### src/rtl/mul_issue_arbiter.sv
// mul_issue_arbiter
//   Shares one fixed-latency pipelined integer multiplier between the two
//   issue pipes. It arbitrates round-robin on contention, does the issue
//   handshake, freezes on writeback stall, flushes in-flight work, and tags
//   each result with its destination register and owning pipe.
//
// Ports
//   clk_i, rst_i                clock, synchronous active-high reset
//   reqN_valid/opcode/ra/rb/rd  pipe N multiply request (N = 0,1)
//   reqN_ready_o                pipe N request accepted this cycle
//   stall_i                     writeback stall; freezes tracking + multiplier
//   flush_i                     kill all in-flight and requesting operations
//   mul_valid/opcode/ra/rb_o    issue port to the multiplier
//   mul_hold_o                  multiplier pipeline freeze
//   mul_result_i                multiplier result, aligned with tracking tail
//   wb_valid/value/rd/port_o    tagged writeback
//   pending_rd_mask_o           one bit per rd with a result in flight
//   busy_count_o                number of valid in-flight operations
//
// MUL_LATENCY is legal in 1..4, and CNT_W must satisfy 2^CNT_W > MUL_LATENCY.
module mul_issue_arbiter #(
  parameter int MUL_LATENCY = 2,
  parameter int CNT_W       = 3
) (
  input  logic             clk_i,
  input  logic             rst_i,
  input  logic             req0_valid_i,
  input  logic [31:0]      req0_opcode_i,
  input  logic [31:0]      req0_ra_i,
  input  logic [31:0]      req0_rb_i,
  input  logic [4:0]       req0_rd_i,
  output logic             req0_ready_o,
  input  logic             req1_valid_i,
  input  logic [31:0]      req1_opcode_i,
  input  logic [31:0]      req1_ra_i,
  input  logic [31:0]      req1_rb_i,
  input  logic [4:0]       req1_rd_i,
  output logic             req1_ready_o,
  input  logic             stall_i,
  input  logic             flush_i,
  output logic             mul_valid_o,
  output logic [31:0]      mul_opcode_o,
  output logic [31:0]      mul_ra_o,
  output logic [31:0]      mul_rb_o,
  output logic             mul_hold_o,
  input  logic [31:0]      mul_result_i,
  output logic             wb_valid_o,
  output logic [31:0]      wb_value_o,
  output logic [4:0]       wb_rd_o,
  output logic             wb_port_o,
  output logic [31:0]      pending_rd_mask_o,
  output logic [CNT_W-1:0] busy_count_o
);

  localparam int L = MUL_LATENCY;

  // Tracking pipeline, one entry per multiplier stage; entry L-1 lines up
  // with mul_result_i.
  logic [L-1:0]      r_vld_pipe;
  logic [L-1:0][4:0] r_rd_pipe;
  logic [L-1:0]      r_port_pipe;
  logic              r_rr_ptr;

  logic              w_contested;
  logic              w_grant_any;
  logic              w_gsel;
  logic              w_issue;
  logic [31:0]       w_opcode;
  logic [4:0]        w_rd;
  logic [31:0]       w_mask;
  logic [CNT_W-1:0]  w_cnt;

  // Grant: a lone requester wins; on contention rr_ptr names the winner.
  // With no request w_gsel is 0, so the operand mux falls back to pipe 0.
  assign w_contested = req0_valid_i & req1_valid_i;
  assign w_grant_any = req0_valid_i | req1_valid_i;
  assign w_gsel      = w_contested ? r_rr_ptr : req1_valid_i;
  // Reset also blocks issue so every handshake output is quiet during reset.
  assign w_issue     = w_grant_any & ~stall_i & ~flush_i & ~rst_i;

  assign req0_ready_o = w_issue & ~w_gsel;
  assign req1_ready_o = w_issue &  w_gsel;
  assign mul_valid_o  = w_issue;

  assign w_opcode = w_gsel ? req1_opcode_i : req0_opcode_i;
  assign w_rd     = w_gsel ? req1_rd_i     : req0_rd_i;

  // funct3[2] selects divide/remainder; clear it so only multiplies reach
  // the multiplier even if a requester misbehaves.
  assign mul_opcode_o = {w_opcode[31:15], 1'b0, w_opcode[13:0]};
  assign mul_ra_o     = w_gsel ? req1_ra_i : req0_ra_i;
  assign mul_rb_o     = w_gsel ? req1_rb_i : req0_rb_i;
  assign mul_hold_o   = stall_i;

  always_ff @(posedge clk_i) begin
    if (rst_i) begin
      r_vld_pipe  <= '0;
      r_rd_pipe   <= '0;
      r_port_pipe <= '0;
      r_rr_ptr    <= 1'b0;
    end else begin
      if (flush_i) begin
        r_vld_pipe <= '0;
      end else if (!stall_i) begin
        r_vld_pipe[0]  <= w_issue;
        r_rd_pipe[0]   <= w_rd;
        r_port_pipe[0] <= w_gsel;
        for (int k = 1; k < L; k++) begin
          r_vld_pipe[k]  <= r_vld_pipe[k-1];
          r_rd_pipe[k]   <= r_rd_pipe[k-1];
          r_port_pipe[k] <= r_port_pipe[k-1];
        end
      end
      // Only a contested issue moves the pointer, to the pipe that lost.
      if (w_issue && w_contested)
        r_rr_ptr <= ~w_gsel;
    end
  end

  assign wb_valid_o = r_vld_pipe[L-1] & ~flush_i & ~rst_i;
  assign wb_value_o = mul_result_i;
  assign wb_rd_o    = r_rd_pipe[L-1];
  assign wb_port_o  = r_port_pipe[L-1];

  always_comb begin
    w_mask = '0;
    w_cnt  = '0;
    for (int k = 0; k < L; k++) begin
      if (r_vld_pipe[k])
        w_mask[r_rd_pipe[k]] = 1'b1;
      w_cnt = w_cnt + CNT_W'(r_vld_pipe[k]);
    end
    // x0 never carries a hazard.
    w_mask[0] = 1'b0;
  end

  assign pending_rd_mask_o = w_mask;
  assign busy_count_o      = w_cnt;

endmodule

### config.mk
export PLATFORM = sky130hd
export DESIGN_NAME = mul_issue_arbiter
export DESIGN_NICKNAME = d
export VERILOG_FILES = /design/src/rtl/mul_issue_arbiter.sv
export SDC_FILE = /design/constraint.sdc
export NUM_CORES = 1
export LEC_CHECK = 0
export BUFFER_PORTS_ARGS = -buffer_cell sky130_fd_sc_hd__buf_2
export CORE_AREA = 2 2 160 162
export DETAILED_ROUTE_END_ITERATION = 10
export DIE_AREA = 0 0 162 164
export MAX_ROUTING_LAYER = met4
export SLEW_MARGIN = 20
export SYNTH_ARGS = -nofsm -noshare
export SYNTH_HDL_FRONTEND = slang
export SYNTH_SLANG_ARGS = --single-unit
### constraint.sdc
create_clock -name clk_i -period 2.3 [get_ports clk_i]
set_input_delay 0.115 -clock clk_i [delete_from_list [all_inputs] [get_ports clk_i]]
set_output_delay 0.115 -clock clk_i [all_outputs]
set_load 0.01 [all_outputs]
==> results.md <==
- TritonCTS buffer count: 3
- Final Max Tran Viols: 0
- Antenna-violating nets left: 0
- Syn-to-layout area delta: 68.94%
- Final Hold Fails: 0
- Async SR Flop Fraction: 0
- Routability Congestion: 0.9314
- Mapped Area: 2679 sq um
- Critical Path Start: r_rr_ptr
- Resize count post-CTS: 0
- DR vias: 3436
- Residual DRC: 0
- Longest Clk Path Bufs: 2
- Initial core utilization: 0.1079
- Max-Cap Viols: 0
- Cell with the most instances after synthesis: mux2_2
- Worst Path Max Fanout: 40
- Gr ovfl total: 0
- Crit path cell chain: nand2b_1, nand2_4, buf_12, mux2_2, buf_2
- RSZ-0062 raised after global routing: false
- Htree depth: 1
- Clock tree sinks: 15
- Syn Area/Cell: just over 9 sq um
- Minimum clock period: 2.027 ns
- Worst-path clk slew: roughly 0.050 ns
- Netlist cell types: 29
- Total track usage: 0.1066
- DIE AREA: 26570 sq um
- Final setup fails: 0
- Critical path capture point type: output pin
- Postcts setup bufs: 0
- Crit path kind: flip-flop to output pin
- CTS hold repair buffers: 0
- Routed wire length: 15.57 mm
- Global-route wire length before repair: 20.38 mm
- Nets: 831
- Worst path slowest cell: mux2_2
- Top FF cell, synth: dfxtp_1
- # rows: a little under 60
- VDD IR max: 0.2617 mV
- Post-synthesis register bit count: 15
- Req. time, crit path: 2.18 ns
- Setup TNS: 0 ns
- Die Y: 164 microns
- Leakage: 2.365 nW
- Clk_skew: 0.002086 ns
- Synth warnings: 0
- Buffers added on ports: 344
- Dpl hpwl: 14.25 mm
- Top cells by area, synth: mux2_2 24%, mux2_4 22%, buf_4 12%, dfxtp_1 11%, o22ai_1 7.2%
- Die width: 162 microns
- Clk Latency, worst-skew pair: 0.24 ns
- 1st-iter DRT viols: 179
- Worst path bufs/invs: 2
- Finished Layout Cells: 923
- Vias per cell: 3.723
- Cells after synthesis: 296
- Fmax: 493.4 MHz
- Area leader, netlist: mux2_2
- Post-synth EDFFs: 0
- Tcrit/Tclk final: 0.8813
- Synth cell count leaders: 56 x mux2_2, 42 x buf_4, 39 x mux2_4
- Synth top area share: 0.2354
- Arr. time, crit path: 1.91 ns
- Core Region: 24820 sq um
- Placed cell count: slightly above 900
- HP Start: flush_i
- FF-to-FF Start: r_rr_ptr
- Largest net degree at the start of global routing: 41
- CTS tree: built
- Layout cells sized above 1: 0.7725
- Sequential fraction of the synthesis area: 0.1121
- Router iterations before antenna repair: 4
- Number of global-route vias before repair: 3135
- Cell Pwr Density: 299.7 nW/um^2
- CP Launch Type: flip-flop
- Hold Crit Class: input pin to flip-flop
- Initial antenna violation count: 6
- Number of I/O pins: 414
- Crit-path max cell delay: 0.38 ns
- CP top delay family: buffers and inverters
- WL/cell: 16.87 microns
- Root Buffer: clkbuf_16
- Outcome: completed
==> logic make-up (layout without fill, tap and decap cells) <==
group	count (synthesis)	count (layout)	share of synthesized area
AO/OA/AOI/OAI	52	52	0.1196
multiplexers	96	96	0.4577
other	1	7	0.001400
buffers and inverters	67	358	0.1733
AND/OR/NAND/NOR	64	64	0.1313
flip-flops	15	15	0.1121
adder cells (fa/ha/maj)	1	1	0.004670
==> where the power goes <==
part / total (W) / switching (W) / internal [W]
clock: 0.000331 / 0.0000971 / 0.000234
sequential: 0.000291 / 0.0000193 / 0.000271
combinational: 0.000735 / 0.000324 / 0.000410
total: 0.00136 / 0.000441 / 0.000915
==> cell usage in the layout, fill, tap and decap left out, types with 3 or more instances in the layout <==
| master | Yosys | final |
|---|---|---|
| a21oi_1 | 9 | 9 |
| a311oi_1 | 5 | 5 |
| buf_2 | 8 | 344 |
| buf_4 | 42 | 7 |
| clkbuf_16 | 0 | 3 |
| conb_1 | 1 | 3 |
| dfxtp_1 | 15 | 15 |
| diode_2 | 0 | 4 |
| mux2_2 | 56 | 56 |
| mux2_4 | 39 | 39 |
| nand2_1 | 17 | 17 |
| nand3_1 | 10 | 10 |
| nand3b_1 | 10 | 10 |
| nor2_1 | 10 | 10 |
| o21ai_0 | 6 | 6 |
| o22ai_1 | 31 | 31 |
| or3_1 | 4 | 4 |
| or3b_2 | 4 | 4 |
==> sequential cells by signal, summed over array words and instances, names as in the netlist <==
register / cells
r_rd_pipe: 5
wb_rd_o: 5
r_port_pipe: 2
r_vld_pipe: 2
r_rr_ptr: 1
==> final timing paths <==
check                           slack (ns)               end  cells after the start
worst max-delay path                  0.27  mul_opcode_o[31]                      5
worst min-delay path                  0.09     r_vld_pipe[0]                      2
worst max register to register        1.13      r_rd_pipe[0]                      4
worst min register to register        0.45    r_port_pipe[0]                      2
==> routing by layer <==
layer  share of wire  global-route usage
met5               0                   -
met4           0.020             0.02534
met3           0.085             0.02525
met2            0.46              0.1648
met1            0.44              0.1405
==> area by class of cell <==
cell class | count | area, sq um
fill | 2860 | 20290
sequential | 15 | 300.3
multi-input combinational | 216 | 1922
tap | 330 | 412.9
clock buffer | 4 | 78.83
timing repair buffer | 352 | 1794
inverter | 2 | 7.507
antenna | 4 | 10.01
==> metrics by stage <==
step / hold WS [ns] / area [sq um] / utilization / power, W / setup WS (ns)
CTS: 0.08559 / 4516 / 0.1819 / 0.001372 / 0.2566
global route: 0.1058 / 4523 / 0.1822 / 0.001437 / 0.1843
global placement: 0.2301 / 4437 / 0.1788 / 0.001026 / 0.5473
finish: 0.09071 / 4526 / 0.1823 / 0.001356 / 0.2731
detailed placement: 0.2301 / 4437 / 0.1788 / 0.001033 / 0.5297
floorplan: 0.1918 / 2686 / - / 0.0007422 / 0.8981
==> worst register-to-register path, stage by stage, from the launching register on <==
cell      delay (ns)
dfxtp_1         0.35
nand2b_1        0.18
buf_4           0.19
nand3_1         0.09
a311oi_1        0.27
(Power assumes the default switching activity.)
